==> src/rtl/adder_arb_pkg.sv <==
// Shared constants, index-width helper and the operand-stage record for the
// round-robin shared-adder arbiter.
package adder_arb_pkg;

    localparam int MAXN_DEF = 16;
    localparam int NREQ_DEF = 4;

    // Index width with a floor of one bit so a single-requester build still has a port.
    function automatic int id_width(input int n);
        return (n > 1) ? $clog2(n) : 1;
    endfunction

    localparam int IDW_DEF = id_width(NREQ_DEF);

    // Operand-stage record; field widths track the default build of the arbiter.
    typedef struct packed {
        logic                valid;
        logic [IDW_DEF-1:0]  id;
        logic [MAXN_DEF-1:0] x;
        logic [MAXN_DEF-1:0] y;
    } stage_a_t;

endpackage

==> src/rtl/adder1.sv <==
// Single-bit full-adder cell; chained to build the ripple adder.
module adder1 (
    input  logic a,
    input  logic b,
    input  logic cin,
    output logic s,
    output logic cout
);

    assign s    = a ^ b ^ cin;
    assign cout = (a & b) | (cin & (a ^ b));

endmodule

==> src/rtl/adder_rr_pick.sv <==
// Combinational round-robin picker: first set request at or after ptr,
// scanning upward and wrapping to index 0.
module adder_rr_pick
    import adder_arb_pkg::*;
#(
    parameter int NREQ = NREQ_DEF,
    parameter int IDW  = id_width(NREQ)
) (
    input  logic [NREQ-1:0] req_valid,
    input  logic [IDW-1:0]  ptr,
    output logic            any,
    output logic [IDW-1:0]  sel
);

    logic [IDW-1:0]  cand [NREQ];
    logic [NREQ-1:0] hit;

    // cand[k] is the requester examined k places after the pointer.
    for (genvar gi = 0; gi < NREQ; gi++) begin : g_rot
        assign cand[gi] = IDW'((int'(ptr) + gi) % NREQ);
        assign hit[gi]  = req_valid[cand[gi]];
    end

    assign any = |req_valid;

    // Walk from the far end so the nearest hit to ptr wins.
    always_comb begin
        sel = '0;
        for (int k = NREQ - 1; k >= 0; k--) begin
            if (hit[k]) begin
                sel = cand[k];
            end
        end
    end

endmodule

==> src/rtl/adder_rr_arbiter.sv <==
// Round-robin arbiter feeding a shared ripple adder through an operand register
// and a result register, with full backpressure on the result handshake.
module adder_rr_arbiter
    import adder_arb_pkg::*;
#(
    parameter int maxn = MAXN_DEF,
    parameter int NREQ = NREQ_DEF,
    parameter int IDW  = id_width(NREQ)
) (
    input  logic                 clk,
    input  logic                 rst,
    input  logic [NREQ-1:0]      req_valid,
    output logic [NREQ-1:0]      req_ready,
    input  logic [NREQ*maxn-1:0] req_x,
    input  logic [NREQ*maxn-1:0] req_y,
    output logic                 resp_valid,
    input  logic                 resp_ready,
    output logic [IDW-1:0]       resp_id,
    output logic [maxn-1:0]      resp_sum,
    output logic                 resp_cout
);

    stage_a_t        a_reg, a_next;
    logic [IDW-1:0]  ptr_reg, ptr_next;
    logic            resp_valid_reg, resp_valid_next;
    logic [IDW-1:0]  resp_id_reg, resp_id_next;
    logic [maxn-1:0] resp_sum_reg, resp_sum_next;
    logic            resp_cout_reg, resp_cout_next;

    logic            any;
    logic [IDW-1:0]  sel;
    logic            b_free, a_free, accept;
    logic [maxn-1:0] x_sel, y_sel, sum;
    logic [maxn:0]   carry;

    adder_rr_pick #(
        .NREQ (NREQ),
        .IDW  (IDW)
    ) u_pick (
        .req_valid (req_valid),
        .ptr       (ptr_reg),
        .any       (any),
        .sel       (sel)
    );

    assign b_free = !resp_valid_reg || resp_ready;
    assign a_free = !a_reg.valid || b_free;
    assign accept = a_free && any && !rst;

    for (genvar gi = 0; gi < NREQ; gi++) begin : g_ready
        assign req_ready[gi] = accept && (sel == IDW'(gi));
    end

    assign x_sel = req_x[sel*maxn +: maxn];
    assign y_sel = req_y[sel*maxn +: maxn];

    // The only arithmetic path: registered operands in, registered result out.
    assign carry[0] = 1'b0;
    for (genvar gi = 0; gi < maxn; gi++) begin : g_add
        adder1 u_cell (
            .a    (a_reg.x[gi]),
            .b    (a_reg.y[gi]),
            .cin  (carry[gi]),
            .s    (sum[gi]),
            .cout (carry[gi+1])
        );
    end

    always_comb begin
        a_next          = a_reg;
        ptr_next        = ptr_reg;
        resp_valid_next = resp_valid_reg;
        resp_id_next    = resp_id_reg;
        resp_sum_next   = resp_sum_reg;
        resp_cout_next  = resp_cout_reg;

        if (accept) begin
            a_next.valid = 1'b1;
            a_next.id    = sel;
            a_next.x     = x_sel;
            a_next.y     = y_sel;
            ptr_next     = (sel == IDW'(NREQ - 1)) ? '0 : sel + 1'b1;
        end else if (b_free) begin
            a_next.valid = 1'b0;
        end

        if (b_free) begin
            if (a_reg.valid) begin
                resp_valid_next = 1'b1;
                resp_id_next    = a_reg.id;
                resp_sum_next   = sum;
                resp_cout_next  = carry[maxn];
            end else begin
                resp_valid_next = 1'b0;
            end
        end
    end

    always_ff @(posedge clk) begin
        if (rst) begin
            a_reg          <= '0;
            ptr_reg        <= '0;
            resp_valid_reg <= 1'b0;
            resp_id_reg    <= '0;
            resp_sum_reg   <= '0;
            resp_cout_reg  <= 1'b0;
        end else begin
            a_reg          <= a_next;
            ptr_reg        <= ptr_next;
            resp_valid_reg <= resp_valid_next;
            resp_id_reg    <= resp_id_next;
            resp_sum_reg   <= resp_sum_next;
            resp_cout_reg  <= resp_cout_next;
        end
    end

    assign resp_valid = resp_valid_reg;
    assign resp_id    = resp_id_reg;
    assign resp_sum   = resp_sum_reg;
    assign resp_cout  = resp_cout_reg;

endmodule

==> config.mk <==
export PLATFORM = sky130hd
export DESIGN_NAME = adder_rr_arbiter
export DESIGN_NICKNAME = d
export VERILOG_FILES = /design/src/rtl/adder_arb_pkg.sv /design/src/rtl/adder1.sv /design/src/rtl/adder_rr_pick.sv /design/src/rtl/adder_rr_arbiter.sv
export SDC_FILE = /design/constraint.sdc
export NUM_CORES = 1
export LEC_CHECK = 0
export BUFFER_PORTS_ARGS = -buffer_cell sky130_fd_sc_hd__buf_2
export CORE_MARGIN = 4
export CORE_UTILIZATION = 46
export CTS_CLUSTER_SIZE = 25
export DETAILED_ROUTE_END_ITERATION = 6
export PLACE_DENSITY_LB_ADDON = 0.12
export SLEW_MARGIN = 0
export SYNTH_ARGS = -nofsm -noshare
export SYNTH_HDL_FRONTEND = slang
export SYNTH_SLANG_ARGS = --single-unit
==> constraint.sdc <==
create_clock -name clk -period 8.6 [get_ports clk]
set_input_delay 0.86 -clock clk [delete_from_list [all_inputs] [get_ports clk]]
set_output_delay 0.86 -clock clk [all_outputs]
set_load 0.005 [all_outputs]
== Word-level counts from Yosys, hierarchy flattened ==
Cells that the tools add are included.
W data, S select, Z words.

* Register bits: 57
* Input port bits: 135
* Output and inout port bits: 24
* Word-level logic and storage cells: 130

* Add/subtract/negate cells: 4
* Order comparisons: 4
* Eq/ne operators: 3
* Shifts and indexed selects: 2
* Muxes and demuxes: 16
* Bitwise logic cells: 77
* Reductions and logical operators: 15

{| class="wikitable"
|+ Operators by type and width
! operator !! number
|-
| $shiftx A64 B7 Y16 || 2
|-
| $and A1 B1 Y1 || 31
|-
| $xor A1 B1 Y1 || 31
|-
| $or A1 B1 Y1 || 15
|-
| $lt A2 B3 Y1 const B || 4
|-
| $mux W2 || 5
|-
| $bmux W1 S2 || 4
|-
| $mux W1 || 7
|-
| $logic_and A1 B1 Y1 || 6
|-
| $add A2 B1 Y2 const B || 2
|-
| $add A2 B2 Y2 const B || 2
|-
| $eq A2 B2 Y1 const B || 2
|-
| $reduce_or A4 Y1 || 1
|-
| $logic_not A1 Y1 || 3
|-
| $eq A2 B1 Y1 const B || 1
|-
| $logic_not A2 Y1 || 1
|-
| $logic_or A1 B1 Y1 || 2
|-
| $reduce_and A2 Y1 || 1
|-
| $reduce_bool A2 Y1 || 1
|}

== Longest topological paths before layout ==
* Depth after elaboration: 31
* Depth in mapped cells: 20
* Depth with buffers taken out: 20

== Modules after synthesis ==
Synthesis repeated with hierarchy kept, for this count alone.

* Cell total of the unflattened synthesis: 265
* Area, all modules: 3,223.1 um2

{| class="wikitable"
|+ Modules (own cells, without submodules)
! module !! times used !! cells each !! area each (um2) !! sequential area each (um2)
|-
| adder_rr_arbiter || 1 || 236 || 2,825.2 || 1,141.1
|-
| adder1 || 16 || 1 || 20.0 || 0.0
|-
| adder_rr_pick || 1 || 13 || 77.6 || 0.0
|}

== Worst setup path before layout ==
No wires, ideal clock.

* Kind: register to register
* Start point: register a_reg[0] (netlist bit)
* End point: register resp_sum_reg[15] (netlist: resp_sum[15])
* Setup time: 0.086 ns
* Arrival time: 6.246 ns
* Required time: 8.514 ns
* Slack: 2.269 ns
* Stages on the path, launching flop included: 21
* Path buffers: 0
* Period minus slack after synthesis: 6.331 ns
* Path through: dfxtp_1 ha_1 fa_1 fa_1 fa_1 fa_1 fa_1 fa_1 fa_1 fa_1 inv_1 fa_1 inv_1 fa_1 fa_1 fa_1 fa_1 fa_1 inv_1 fa_1 a211oi_1

* Cells in the longest elaborated chain, start to end: 30

{| class="wikitable"
|+ RTL lines
! what !! line !! RTL
|-
| start, declared || adder_rr_arbiter.sv:23 || <nowiki>stage_a_t a_reg, a_next;</nowiki>
|-
| start signal, assigned || adder_rr_arbiter.sv:108 || <nowiki>a_reg <= a_next;</nowiki>
|-
| $and A1 B1 Y1 (2 in series) || adder1.sv:11 || <nowiki>assign cout = (a & b) | (cin & (a ^ b));</nowiki>
|-
| $or A1 B1 Y1 || adder1.sv:11 ||
|-
| $and A1 B1 Y1 || adder1.sv:11 ||
|-
| $or A1 B1 Y1 || adder1.sv:11 ||
|-
| $and A1 B1 Y1 || adder1.sv:11 ||
|-
| $or A1 B1 Y1 || adder1.sv:11 ||
|-
| $and A1 B1 Y1 || adder1.sv:11 ||
|-
| $or A1 B1 Y1 || adder1.sv:11 ||
|-
| (+13 left out) || -- ||
|-
| $or A1 B1 Y1 || adder1.sv:11 ||
|-
| $and A1 B1 Y1 || adder1.sv:11 ||
|-
| $or A1 B1 Y1 || adder1.sv:11 ||
|-
| $and A1 B1 Y1 || adder1.sv:11 ||
|-
| $or A1 B1 Y1 || adder1.sv:11 ||
|-
| $and A1 B1 Y1 || adder1.sv:11 ||
|-
| $or A1 B1 Y1 || adder1.sv:11 ||
|-
| $xor A1 B1 Y1 || adder1.sv:10 || <nowiki>assign s = a ^ b ^ cin;</nowiki>
|-
| end signal, assigned || adder_rr_arbiter.sv:112 || <nowiki>resp_sum_reg <= resp_sum_next;</nowiki>
|-
| end, declared || adder_rr_arbiter.sv:27 || <nowiki>logic [maxn-1:0] resp_sum_reg, resp_sum_next;</nowiki>
|}

Every way passes these cells.
A chain may end at the register's enable or synchronous reset.

== Worst setup path in the final report ==
Same ends and word-level chain as after synthesis.

==> summary.txt <==
Worst setup path
  • Critical Path AT: 6.84 ns
  • Worst-path maximum fanout: 2
  • Critical Path RT: 8.84 ns
  • Setup CP Type: reg -> reg
  • FF-to-FF End: resp_sum[15]
  • Worst Setup Start Kind: flop
  • Worst reg-to-reg setup slack: 2.00 ns
  • Worst setup EP type: flop
  • Reg2Reg Depth: 20
  • Worst r2r src: a_reg[0]

Clock tree
  • Post-CTS Resized: 0
  • Post-CTS setup buffer count: 0
  • Hold-fix buffers, CTS: 0
  • Clock buffer depth: 2
  • Root Buffer: clkbuf_8
  • CTS clk-pin slew, worst paths: 0.06 ns
  • CTS Buf Count: 9
  • H-tree lvl count: 3
  • Skew-Pair Late Insertion Delay: 0.34 ns
  • CTS Sinks: 57
  • CTS tree: yes

Synth
  • Syn_nets: 485
  • Number of library cell types mapped by synthesis: 26
  • Mapped Area: 0.00317 mm2
  • Mean Syn Cell Area: 9.62 um2
  • Fraction of registers with async set/reset: 0%
  • Sequential area share after synthesis: 36.0%
  • Flops & latches, synth: 57
  • Main synth FF type: dfxtp_1
  • Yosys warns: 0
  • Synth Instances: 330
  • Post-synth EDFFs: 0

Status
  • Run status: finished, final reports clean

GRT
  • First-pass GRT wire length: 13600 um
  • Antenna violations before repair: 0
  • Vias in the first global route: 2921
  • Largest net degree at the start of global routing: 42
  • GRT Resource Usage Total: 20.3%
  • Total gr overflow: 0

Routing
  • Residual DRC count: 0
  • Via Count: 2950
  • Via/cell ratio: 5.24
  • Total Routed Length: 8370 um
  • Drt first pass iters: 4
  • Remaining antenna violation count: 0
  • Drt wl/cell: 14.9 um
  • Drt first-iter violations: 72

Final layout
  • Layout area overhead: 32.5%
  • Filler instances: 603
  • Nets: 633
  • Register area: 0.00114 mm2
  • # diodes: 0
  • Ratio of cells with drive above 1 in the final layout: 37.7%
  • Leading cell type in the layout, fill and taps excluded: buf_2
  • Area of the multi-input gates: 0.00187 mm2
  • Most frequent cells in the layout: buf_2, nand2_1, mux2i_1
  • Largest register FFs: 35
  • Final non-filler cell total: 563

Placement
  • Cells after DPL: 547
  • Routability Congestion: 0.778
  • Port buffer count: 158
  • Dpl hpwl: 6280 um
  • Placement Setup Slack: 2.02 ns

Timing
  • Period minus WS final: 6.60 ns
  • Fin worst setup slack: 2.00 ns
  • Final Max Tran Viols: 0
  • Fmax: 152 MHz
  • Max transition margin: 21.7%
  • Clock skew: 0.00722 ns
  • Tcrit/Tclk final: 76.7%
  • Final hold violations: 0
  • Setup TNS: 0 ns
  • Worst slew pin tran: 1.17 ns
  • # setup viols final: 0
  • RSZ-0062 raised after global routing: false

Floorplan
  • Core Box Area: 0.00676 mm2
  • I/O pin total: 159
  • Cell row count: 30
  • Die Height: 91.1 um
  • Starting Density: 47.0%
  • Die W: 91.1 um
  • Die area: 0.00829 mm2

Power and ir drop
  • Worst VDD drop: 0.100 mV
  • Power per cell area: 209 mW/mm2
  • Leakage power: 2.01 nW
  • Total power: 881 uW

Worst hold path
  • Hold Crit Start: resp_sum[2]
  • Hold endpoint: resp_sum[2]
  • Hold path cells: 2
  • Hold/Removal Path Class: reg -> reg

Job
  • Max Cap Viol: 0
==> power breakdown <==
part | total (mW) | internal [mW] | switching [mW]
clock | 0.306 | 0.199 | 0.107
combinational | 0.233 | 0.115 | 0.118
sequential | 0.342 | 0.311 | 0.0314
==> cells in the mapped netlist (all sizes together) (3+ instances only) <==
library cell / number / share of area [%]
and2: 5 / 0.99
buf: 15 / 3.2
clkbuf: 9 / 1.1
inv: 10 / 1.2
o221ai: 32 / 8.8
dfxtp: 57 / 36
nor2: 9 / 1.1
nand2: 70 / 8.3
mux2i: 64 / 20
ha: 5 / 2.0
nor2b: 3 / 0.59
nand2b: 4 / 0.79
a211oi: 5 / 1.3
a21oi: 20 / 3.2
fa: 15 / 9.5
==> layout make-up <==
class | instances | share of cell area, %
well taps | 80 | 2.38
multi-input cells | 239 | 44.5
repair buffers | 161 | 19.3
clock inverters | 6 | 2.50
clock buffers | 10 | 3.27
flip-flops and latches | 57 | 27.1
inverters | 10 | 0.893
==> worst max-delay path by stage <==
stage	startpoint	end	slack, ns	depth (start not counted)
floorplan	a_reg[0]	resp_sum[15]	2.27	20
global placement	a_reg[0]	resp_sum[15]	2.06	20
detailed placement	a_reg[0]	resp_sum[15]	2.02	20
CTS	a_reg[0]	resp_sum[15]	1.99	20
global route	a_reg[0]	resp_sum[15]	1.67	20
finish	a_reg[0]	resp_sum[15]	2.00	20
==> kinds of logic after synthesis <==
| family | count (synthesis) | share of synthesized area, % |
|---|---|---|
| fa+ha+maj | 20 | 11.4 |
| compound gates | 62 | 14.7 |
| mux | 64 | 20.2 |
| buf+inv | 34 | 5.48 |
| flops | 57 | 36.0 |
| simple gates | 93 | 12.2 |
==> metal layers <==
metal | vias up | track usage, % | part of all wire, %
met2 | 116 | 34.1 | 48
met4 | 0 | 7.54 | 1.3
met3 | 14 | 4.72 | 7.1
met5 | - | 0 | 0
met1 | 1346 | 25.3 | 43
li1 | 1474 | - | -
==> worst max-delay path, cell delays in order, from the launching register on <==
cell and delay, ns:
dfxtp_1 0.32, ha_1 0.20, fa_1 0.40, fa_1 0.40
fa_1 0.39, fa_1 0.38, fa_1 0.38, fa_1 0.38
fa_1 0.38, fa_1 0.37, inv_1 0.08, fa_1 0.16
inv_1 0.05, fa_1 0.37, fa_1 0.40, fa_1 0.39
fa_1 0.40, fa_1 0.38, inv_1 0.08, fa_1 0.40
a211oi_1 0.19
==> metrics by stage <==
step	util (%)	cell area, um2	hold slack, ns
global placement	58.6	3960	0.433
finish	62.2	4210	0.452
detailed placement	58.6	3960	0.435
floorplan	-	3170	0.423
CTS	62.2	4210	0.452
global route	62.2	4210	0.467
(Power assumes the default switching activity.)
